$ cat src/rtl/regfile_write_arbiter_pkg.sv
// Shared definitions for the register-file write-port arbiter.
//   REG_ADDR_W / REG_DATA_W : default register index / data widths
//   REG_ZERO                : index of the hardwired-zero register x0
//   clog2_safe()            : index width that never collapses to zero bits
package regfile_write_arbiter_pkg;

    localparam int REG_ADDR_W = 5;
    localparam int REG_DATA_W = 32;
    localparam logic [REG_ADDR_W-1:0] REG_ZERO = 5'd0;

    // Width of an encoded requester index; at least one bit even for n <= 2.
    function automatic int clog2_safe(input int n);
        return (n <= 2) ? 1 : $clog2(n);
    endfunction

endpackage

$ cat src/rtl/regfile_write_arbiter_if.sv
// Bundle between the write-back requesters and the register-file write port.
//   req_valid/req_ready : per-requester handshake
//   req_addr/req_data   : packed per-requester index/data (requester i at slot i)
//   wr_inhibit          : freezes arbitration while high
//   reg_write/write_reg/write_data : register-file write port
//   grant_id            : requester whose write is on the port
//   busy                : any request pending or a write on the port
// master = requester/register-file side, slave = arbiter side.
interface regfile_write_arbiter_if
    import regfile_write_arbiter_pkg::*;
#(
    parameter int NUM_REQ = 3,
    parameter int ADDR_W  = REG_ADDR_W,
    parameter int DATA_W  = REG_DATA_W
) ();

    localparam int ID_W = clog2_safe(NUM_REQ);

    logic [NUM_REQ-1:0]        req_valid;
    logic [NUM_REQ-1:0]        req_ready;
    logic [NUM_REQ*ADDR_W-1:0] req_addr;
    logic [NUM_REQ*DATA_W-1:0] req_data;
    logic                      wr_inhibit;
    logic                      reg_write;
    logic [ADDR_W-1:0]         write_reg;
    logic [DATA_W-1:0]         write_data;
    logic [ID_W-1:0]           grant_id;
    logic                      busy;

    modport master (
        output req_valid, req_addr, req_data, wr_inhibit,
        input  req_ready, reg_write, write_reg, write_data, grant_id, busy
    );

    modport slave (
        input  req_valid, req_addr, req_data, wr_inhibit,
        output req_ready, reg_write, write_reg, write_data, grant_id, busy
    );

endinterface

$ cat src/rtl/regfile_write_arbiter_rr_arbiter.sv
// Generic round-robin arbiter with a rotating priority pointer.
//   clk, rst    : clock, synchronous active-high reset (pointer -> 0, no grant)
//   en          : grants allowed when high; pointer holds when low
//   req         : request vector
//   grant       : one-hot grant (all zeros when nothing granted)
//   grant_idx   : encoded index of the granted request
//   grant_valid : a grant is issued this cycle
module regfile_write_arbiter_rr_arbiter #(
    parameter int NUM_REQ = 3,
    parameter int ID_W    = 2
) (
    input  logic               clk,
    input  logic               rst,
    input  logic               en,
    input  logic [NUM_REQ-1:0] req,
    output logic [NUM_REQ-1:0] grant,
    output logic [ID_W-1:0]    grant_idx,
    output logic               grant_valid
);

    logic [ID_W-1:0] ptr;

    // Scan from ptr upward with wrap; the first active request wins.
    always_comb begin
        int unsigned     j;
        logic [ID_W-1:0] idx;
        grant       = '0;
        grant_idx   = '0;
        grant_valid = 1'b0;
        j           = 0;
        idx         = '0;
        for (int unsigned k = 0; k < NUM_REQ; k++) begin
            j = 32'(ptr) + k;
            if (j >= NUM_REQ) begin
                j = j - NUM_REQ;
            end
            idx = ID_W'(j);
            if (!grant_valid && en && !rst && req[idx]) begin
                grant_valid = 1'b1;
                grant[idx]  = 1'b1;
                grant_idx   = idx;
            end
        end
    end

    always_ff @(posedge clk) begin
        if (rst) begin
            ptr <= '0;
        end else if (grant_valid) begin
            ptr <= (grant_idx == ID_W'(NUM_REQ - 1)) ? '0 : grant_idx + 1'b1;
        end
    end

endmodule

$ cat src/rtl/regfile_write_arbiter.sv
// Shares the register-file write port among NUM_REQ write-back sources.
//   clk, rst : clock, synchronous active-high reset
//   bus      : slave side of regfile_write_arbiter_if (handshakes, packed
//              request index/data, wr_inhibit, register-file write port,
//              grant_id, busy)
// Combinational round-robin grant, registered write stage one cycle later.
// Writes to x0 are accepted but never raise reg_write.
module regfile_write_arbiter
    import regfile_write_arbiter_pkg::*;
#(
    parameter int NUM_REQ = 3,
    parameter int ADDR_W  = REG_ADDR_W,
    parameter int DATA_W  = REG_DATA_W
) (
    input  logic                    clk,
    input  logic                    rst,
    regfile_write_arbiter_if.slave  bus
);

    localparam int ID_W = clog2_safe(NUM_REQ);

    logic [NUM_REQ-1:0] grant;
    logic [ID_W-1:0]    grant_idx;
    logic               grant_valid;

    logic [ADDR_W-1:0]  addr_arr [NUM_REQ];
    logic [DATA_W-1:0]  data_arr [NUM_REQ];
    logic [ADDR_W-1:0]  sel_addr;
    logic [DATA_W-1:0]  sel_data;

    logic               we_q;
    logic [ADDR_W-1:0]  reg_q;
    logic [DATA_W-1:0]  data_q;
    logic [ID_W-1:0]    id_q;

    regfile_write_arbiter_rr_arbiter #(
        .NUM_REQ (NUM_REQ),
        .ID_W    (ID_W)
    ) u_arb (
        .clk         (clk),
        .rst         (rst),
        .en          (~bus.wr_inhibit),
        .req         (bus.req_valid),
        .grant       (grant),
        .grant_idx   (grant_idx),
        .grant_valid (grant_valid)
    );

    for (genvar g = 0; g < NUM_REQ; g++) begin : g_unpack
        assign addr_arr[g] = bus.req_addr[g*ADDR_W +: ADDR_W];
        assign data_arr[g] = bus.req_data[g*DATA_W +: DATA_W];
    end

    always_comb begin
        sel_addr = '0;
        sel_data = '0;
        if (grant_valid) begin
            sel_addr = addr_arr[grant_idx];
            sel_data = data_arr[grant_idx];
        end
    end

    // Output stage never stalls: each grant lands on the port the next cycle.
    always_ff @(posedge clk) begin
        if (rst) begin
            we_q   <= 1'b0;
            reg_q  <= '0;
            data_q <= '0;
            id_q   <= '0;
        end else begin
            we_q <= grant_valid && (sel_addr != ADDR_W'(REG_ZERO));
            if (grant_valid) begin
                reg_q  <= sel_addr;
                data_q <= sel_data;
                id_q   <= grant_idx;
            end
        end
    end

    assign bus.req_ready  = grant;
    assign bus.reg_write  = we_q;
    assign bus.write_reg  = reg_q;
    assign bus.write_data = data_q;
    assign bus.grant_id   = id_q;
    assign bus.busy       = (|bus.req_valid) | we_q;

endmodule
$ cat src/flat_wrapper.sv
// flat-port wrapper written by rule: the top's interface ports become plain ports
module regfile_write_arbiter_flat import regfile_write_arbiter_pkg::*;
#(
    parameter int NUM_REQ = 3,
    parameter int ADDR_W  = REG_ADDR_W,
    parameter int DATA_W  = REG_DATA_W
)
  (clk, rst, bus_req_valid, bus_req_addr, bus_req_data, bus_wr_inhibit, bus_req_ready, bus_reg_write, bus_write_reg, bus_write_data, bus_grant_id, bus_busy);
  regfile_write_arbiter_if #(.NUM_REQ(NUM_REQ), .ADDR_W(ADDR_W), .DATA_W(DATA_W)) bus_i ();
  input  logic clk;
  input  logic rst;
  input wire logic [$bits(bus_i.req_valid)-1:0] bus_req_valid;
  input wire logic [$bits(bus_i.req_addr)-1:0] bus_req_addr;
  input wire logic [$bits(bus_i.req_data)-1:0] bus_req_data;
  input wire logic [$bits(bus_i.wr_inhibit)-1:0] bus_wr_inhibit;
  output wire logic [$bits(bus_i.req_ready)-1:0] bus_req_ready;
  output wire logic [$bits(bus_i.reg_write)-1:0] bus_reg_write;
  output wire logic [$bits(bus_i.write_reg)-1:0] bus_write_reg;
  output wire logic [$bits(bus_i.write_data)-1:0] bus_write_data;
  output wire logic [$bits(bus_i.grant_id)-1:0] bus_grant_id;
  output wire logic [$bits(bus_i.busy)-1:0] bus_busy;
  assign bus_i.req_valid = bus_req_valid;
  assign bus_i.req_addr = bus_req_addr;
  assign bus_i.req_data = bus_req_data;
  assign bus_i.wr_inhibit = bus_wr_inhibit;
  assign bus_req_ready = bus_i.req_ready;
  assign bus_reg_write = bus_i.reg_write;
  assign bus_write_reg = bus_i.write_reg;
  assign bus_write_data = bus_i.write_data;
  assign bus_grant_id = bus_i.grant_id;
  assign bus_busy = bus_i.busy;
  regfile_write_arbiter #(.NUM_REQ(NUM_REQ), .ADDR_W(ADDR_W), .DATA_W(DATA_W)) u_core (.clk(clk), .rst(rst), .bus(bus_i));
endmodule
$ cat config.mk
export PLATFORM = sky130hd
export DESIGN_NAME = regfile_write_arbiter_flat
export DESIGN_NICKNAME = d
export VERILOG_FILES = /design/src/rtl/regfile_write_arbiter_pkg.sv /design/src/rtl/regfile_write_arbiter_if.sv /design/src/rtl/regfile_write_arbiter_rr_arbiter.sv /design/src/rtl/regfile_write_arbiter.sv /design/src/flat_wrapper.sv
export SDC_FILE = /design/constraint.sdc
export NUM_CORES = 1
export LEC_CHECK = 0
export CAP_MARGIN = 15
export CORE_AREA = 2 2 87 89
export DETAILED_ROUTE_END_ITERATION = 12
export DIE_AREA = 0 0 89 91
export GPL_TIMING_DRIVEN = 1
export PLACE_DENSITY = 0.85
export SYNTH_ARGS = -nofsm -noshare
export SYNTH_HDL_FRONTEND = slang
export SYNTH_SLANG_ARGS = --single-unit
$ cat constraint.sdc
create_clock -name clk -period 2.8 [get_ports clk]
set_input_delay 0.7 -clock clk [delete_from_list [all_inputs] [get_ports clk]]
set_output_delay 0.7 -clock clk [all_outputs]
set_load 0.01 [all_outputs]
==> run_results.csv, run 1 <==
group,metric,value,unit
route,ant_nets,0,
power_and_ir_drop,leakage,0.00176,uW
yosys,synth_fa_ha_area_frac,0.0195,
clocking,htreeDepth,2,
global_routing,overflow,0,
clocking,cts_root_buf,"clkbuf_8",
critical_path,rr_startpoint,"u_core.u_arb.ptr[0]",
yosys,syn_nets,429,
sta,fin_crit,2.76,ns
die,chipWidth,89,microns
yosys,synthCells,308,
critical_path,rr_worst_depth,8,
sta,hold_viol_final,0,
critical_path,required,2.10,ns
die,die_area,8100,sq um
yosys,synthSimpleGateAreaFrac,0.240,
sta,worst_pin_slew,1.06,ns
critical_path,start_kind,"flop",
critical_path,arrival,2.06,ns
yosys,avgSynthCellArea,8.34,sq um
run,drv_cap,0,
placement,dp_slack,-0.573,ns
yosys,ys_warn_count,0,
sta,setup_slack,0.0409,ns
yosys,ys_ff_latch,42,
power_and_ir_drop,p_per_area,453,nW/um^2
worst_hold_path,min_from,"u_core.bus.grant_id[1]",
yosys,yosys.cell_types.count,43,
global_routing,grt_use_total,0.218,
clocking,clk_path_buf_depth,2,
cells_and_area,syn2layout_area_growth,80.3,%
yosys,netlist_area,2570,sq um
power_and_ir_drop,vdd_drop_max,0.274,mV
die,core,7140,sq um
cells_and_area,drive_above_1_share,0.196,
critical_path,critPathKind,"reg -> out",
worst_hold_path,worstHoldEndpoint,"u_core.bus.grant_id[1]",
clocking,cts_tree,"done",
route,vias_per_cell,5.25,
critical_path,critical_path_buf_inv_count,2,
sta,finalSetupViolations,0,
route,firstDrtPassIters,4,
clocking,path_clk_slew,0.08,ns
placement,place.gp.congestion,0.926,
cells_and_area,fin_area,4630,sq um
critical_path,rr_endpoint,"u_core.bus.write_data[20]",
route,wirelength,9290,microns
die,start_util,0.360,
clocking,cts_made_buffers,5,
global_routing,grt_pass1_wl,14100,microns
cells_and_area,n_antenna_cell,0,
yosys,synth_top_family_by_area,"simple AND/OR/NAND/NOR gates",
sta,period_share,0.985,
critical_path,max_stage_delay,0.36,ns
route,drc,0,
yosys,synth_mux_area_frac,0.130,
clocking,clk_latency,0.29,ns
placement,dp_cells,570,
sta,finClkSkew,0.00921,ns
placement,hpwl,7110,microns
yosys,seq_area_frac_synth,0.327,
critical_path,crit_chain,"inv_2, ha_4, mux2i_4, o21ai_4, o311a_1, nor2_1, clkdlybuf4s15_2",
critical_path,path_max_fanout,5,
sta,finalMaxSlewViolations,0,
global_routing,antenna_found_initial,0,
critical_path,r2r_slack,0.23,ns
global_routing,grt_max_degree,39,
critical_path,worst_path_dominant_cell_family,"compound AO/OA/AOI/OAI gates",
sta,relSlewSlack,0.289,
route,vias,3058,
die,rows,31,
route,drt_iter0_markers,148,
yosys,ys.flop_type,"dfxtp_1",
placement,portBuffers,160,
critical_path,critPathSlowestCell,"dfxtp_2",
yosys,synth_edf_count,0,
outcome,status,"completed",
yosys,async_flop_share,0,
route,wire_per_inst,15.9,microns
worst_hold_path,hp-class,"reg -> reg",
cells_and_area,fin_cells,583,
sta,fmax,0.362,GHz
worst_hold_path,hold_depth,2,
clocking,clock-sinks,42,
cells_and_area,nets,604,
critical_path,crit_path_end_kind,"output port",
yosys,synth-compound-area-share,0.213,
die,die_h,91,microns
cells_and_area,largest_reg_flops,32,
power_and_ir_drop,totalPowerFinal,2100,uW
yosys,synthXorXnorAreaFrac,0,
global_routing,grt_pass1_vias,3110,
die,ios,161,
placement,dpl_cell_area,4430,sq um
clocking,cts-hold-fix-buffers,0,
cells by family (layout without fill, tap and decap cells):
group / after synthesis / count (layout)
fa+ha+maj: 4 / 4
compound gates: 67 / 67
buf+inv: 29 / 205
flops: 42 / 42
simple gates: 136 / 136
mux: 30 / 30
synth_stat cells, types with 2 or more instances:
| cell | number | area share |
|---|---|---|
| nand2_1 | 62 | 0.091 |
| dfxtp_1 | 42 | 0.33 |
| nor2_1 | 29 | 0.042 |
| a311oi_1 | 25 | 0.085 |
| nand3_1 | 25 | 0.049 |
| mux2_2 | 21 | 0.092 |
| a21oi_1 | 13 | 0.025 |
| clkbuf_1 | 11 | 0.016 |
| a221o_2 | 8 | 0.035 |
| buf_2 | 6 | 0.012 |
| buf_6 | 6 | 0.026 |
| mux2_1 | 5 | 0.022 |
| a221o_1 | 4 | 0.016 |
| ha_1 | 4 | 0.019 |
| mux2i_1 | 4 | 0.016 |
| nor3_1 | 4 | 0.0078 |
| o21ai_0 | 4 | 0.0078 |
| a21o_1 | 3 | 0.0088 |
| inv_1 | 3 | 0.0044 |
| or4_1 | 3 | 0.0088 |
| buf_4 | 2 | 0.0058 |
| nand2b_1 | 2 | 0.0049 |
| nor2b_1 | 2 | 0.0049 |
how the worst max path moves through the flow:
| stage | start | end | slack, ns | depth (start not counted) |
|---|---|---|---|---|
| final | u_core.u_arb.ptr[1] | bus_req_ready[2] | 0.04 | 7 |
| after global routing | u_core.u_arb.ptr[1] | bus_req_ready[2] | -0.04 | 7 |
| after CTS | u_core.u_arb.ptr[1] | bus_req_ready[0] | -0.02 | 8 |
| after detailed placement | bus_req_valid[2] | bus_req_ready[0] | -0.57 | 7 |
| after global placement | bus_req_valid[2] | bus_req_ready[0] | -0.50 | 7 |
| after floorplan | rst | bus_req_ready[0] | 0.36 | 5 |
where the power goes:
part | total (uW) | switching (uW) | internal (uW)
sequential | 727 | 47.7 | 680
combinational | 979 | 414 | 565
clock | 392 | 215 | 176
total | 2100 | 677 | 1420
layout by cell type (no fill, tap or decap), drive strengths merged, types with 3 or more instances in the layout:
| cell type | netlist | routed |
|---|---|---|
| o21ai | 5 | 5 |
| mux2 | 26 | 26 |
| ha | 4 | 4 |
| dfxtp | 42 | 42 |
| clkbuf | 11 | 10 |
| buf | 15 | 34 |
| nor2 | 30 | 30 |
| or4 | 4 | 4 |
| a311oi | 25 | 25 |
| nor3 | 4 | 4 |
| inv | 3 | 3 |
| a221o | 12 | 12 |
| nand3 | 26 | 26 |
| mux2i | 4 | 4 |
| a21o | 3 | 3 |
| nand2 | 63 | 63 |
| clkdlybuf4s50 | 0 | 154 |
| a21oi | 14 | 14 |
cell type report:
type                       count  area [sq um]
inverter                       3          11.3
multi-input combinational    237          1650
clock buffer                   6          72.6
fill                         603          2510
timing repair buffer         194          1920
clock inverter                 2          13.8
tap                           99           124
sequential                    42           846
metrics by stage:
stage | hold WS [ns] | util | TNS, ns
3_3_place_gp | 0.438 | 0.620 | -8.10
4_1_cts | 0.451 | 0.644 | -0.0190
5_1_grt | 0.481 | 0.648 | -0.0479
6_report | 0.451 | 0.648 | 0
3_5_place_dp | 0.437 | 0.620 | -13.46
2_1_floorplan | 0.467 | - | 0
worst register-to-register path, stage by stage (launching register included):
cell,delay (ns)
dfxtp_4,0.37
inv_1,0.12
ha_4,0.23
mux2i_1,0.21
o22a_1,0.23
buf_4,0.17
a31oi_1,0.09
nor2_1,0.80
a221o_2,0.30
routing by layer:
layer	wire, microns	vias up	global-route usage
met1	3520	1417	0.238
met4	229	0	0.0684
met3	808	20	0.0564
met5	0	-	0
li1	-	1471	-
met2	4730	150	0.399
what timing repair did:
action / in CTS / in global routing
gates resized for setup: 27 / 11
setup buffers: 2 / 3
pin swaps: 2 / 4
setup endpoints to repair: 16 / 3
Power figures use the tool's default switching activity.
==> run 2: changes to the inputs <==
- CELL_PAD_IN_SITES_DETAIL_PLACEMENT: unset -> 0
- CELL_PAD_IN_SITES_GLOBAL_PLACEMENT: unset -> 1
- CORE_AREA: 2 2 87 89 -> 2 2 105 107
- DIE_AREA: 0 0 89 91 -> 0 0 107 109
- PLACE_DENSITY: 0.85 -> 0.84
==> run_results.csv, run 2 (same netlist as run 1, synthesis figures left out) <==
group,metric,value,unit
outcome,status,"completed",
power_and_ir_drop,power.net_switching,704,uW
cells_and_area,largest_reg_flops,32,
sta,hold_viol_final,0,
critical_path,path_max_fanout,6,
cells_and_area,n_antenna_cell,0,
placement,dp_cells,609,
die,rows,38,
sta,period_share,0.977,
clocking,cts-hold-fix-buffers,0,
power_and_ir_drop,p_per_area,449,nW/um^2
global_routing,grt_pass1_vias,2980,
global_routing,overflow,0,
die,die_h,109,microns
sta,setup_slack,0.0634,ns
clocking,path_clk_slew,0.09,ns
sta,relSlewSlack,0.643,
route,drc,0,
cells_and_area,final_cell_mix,"clkdlybuf4s50_1, nand2_1, dfxtp_1, nor2_1",
sta,finalMaxSlewViolations,0,
clocking,clock-sinks,42,
power_and_ir_drop,p_clk_frac,0.195,
route,wire_per_inst,15.1,microns
critical_path,cp-startpoint,"bus_req_valid[1]",
route,ant_nets,0,
critical_path,r2r_slack,0.25,ns
cells_and_area,final_util,0.448,
global_routing,grt_pass1_wl,14200,microns
power_and_ir_drop,power_frac_comb,0.465,
sta,fin_hold_ws,0.454,ns
clocking,cts_tree,"done",
critical_path,cp-endpoint,"bus_req_ready[2]",
placement,dp_slack,-0.606,ns
sta,worst_pin_slew,0.533,ns
sta,fin_crit,2.74,ns
critical_path,required,2.10,ns
route,wirelength,9420,microns
global_routing,grt_use_total,0.151,
cells_and_area,final_common_cell,"clkdlybuf4s50_1",
critical_path,rr_startpoint,"u_core.u_arb.ptr[1]",
critical_path,arrival,2.04,ns
placement,portBuffers,160,
cells_and_area,syn2layout_area_growth,85.1,%
cells_and_area,drive_above_1_share,0.199,
power_and_ir_drop,vdd_drop_max,0.222,mV
clocking,cts_root_buf,"clkbuf_8",
power_and_ir_drop,p_seq_frac,0.340,
clocking,clk_latency,0.30,ns
cells_and_area,fillers,1040,
cells_and_area,fin_cells,623,
die,ios,161,
placement,hpwl,6860,microns
global_routing,antenna_found_initial,0,
cells_and_area,nets,603,
critical_path,crit_path_end_kind,"output port",
run,drv_cap,0,
critical_path,start_kind,"input pin",
critical_path,rr_endpoint,"u_core.bus.write_data[25]",
placement,place.gp.congestion,0.924,
power_and_ir_drop,internal-power,1430,uW
power_and_ir_drop,swShare,0.330,
worst_hold_path,hold_depth,2,
die,core,10600,sq um
clocking,clk_path_buf_depth,2,
route,vias,3016,
route,drt_iter0_markers,62,
global_routing,grt_max_degree,51,
clocking,cts_made_buffers,5,
die,start_util,0.242,
clocking,htreeDepth,2,
die,die_area,11700,sq um
sta,finClkSkew,0.00838,ns
worst_hold_path,hp-class,"reg -> reg",
route,vias_per_cell,4.84,
die,chipWidth,107,microns
route,firstDrtPassIters,4,
sta,fmax,0.365,GHz
power_and_ir_drop,leakage,0.00180,uW
sta,finalSetupViolations,0,
critical_path,critPathKind,"in -> out",
critical_path,rr_worst_depth,10,
## run 2: stage by stage
stage               setup TNS, ns  power [uW]  instance area [sq um]
global route              -0.0352        2250                   4750
detailed placement         -13.47        1650                   4510
finish                          0        2140                   4750
global placement            -9.29        1630                   4510
floorplan                       0        1140                   2570
CTS                        -0.155        2100                   4660
## run 2: cell type report
class | count | area (sq um) | area share
flip-flops and latches | 42 | 846 | 0.178
repair buffers | 193 | 1970 | 0.414
clock buffers | 5 | 68.8 | 0.0145
clock inverters | 3 | 18.8 | 0.00395
well taps | 140 | 175 | 0.0369
multi-input cells | 237 | 1670 | 0.350
inverters | 3 | 11.3 | 0.00237
## run 2: worst min-delay path by stage
stage | startpoint | end
6_report | u_core.bus.grant_id[1] | u_core.bus.grant_id[1]
5_1_grt | u_core.bus.grant_id[1] | u_core.bus.grant_id[1]
4_1_cts | u_core.bus.grant_id[1] | u_core.bus.grant_id[1]
3_5_place_dp | u_core.bus.grant_id[1] | u_core.bus.grant_id[1]
3_3_place_gp | u_core.bus.grant_id[1] | u_core.bus.grant_id[1]
2_1_floorplan | u_core.bus.grant_id[0] | u_core.bus.grant_id[0]
## run 2: routing by layer
metal | part of all wire | vias up | track usage
li1 | - | 1474 | -
met3 | 0.083 | 12 | 0.0430
met5 | 0 | - | 0
met2 | 0.48 | 132 | 0.271
met4 | 0.011 | 0 | 0.0315
met1 | 0.42 | 1398 | 0.179
## run 2: critical path, cell delays in order
cell and delay [ns]:
dlygate4sd2_1 0.31, nand3b_1 0.20, o21ai_4 0.12, o311a_1 0.34, nor2_1 0.09, dlygate4sd2_1 0.28
## run 2: what timing repair did
item,in CTS,in global routing
endpoints found under the setup margin,20,4
hold endpoints to repair,0,0
pin swaps,1,1
resized for setup,21,20
buffers inserted,2,3
## run 2: power groups by stage
stage	combinational (uW)	clock [uW]	sequential [uW]
2_1_floorplan	375	0	768
3_3_place_gp	896	0	736
3_5_place_dp	910	0	737
4_1_cts	938	436	728
5_1_grt	1060	451	735
6_report	993	416	727
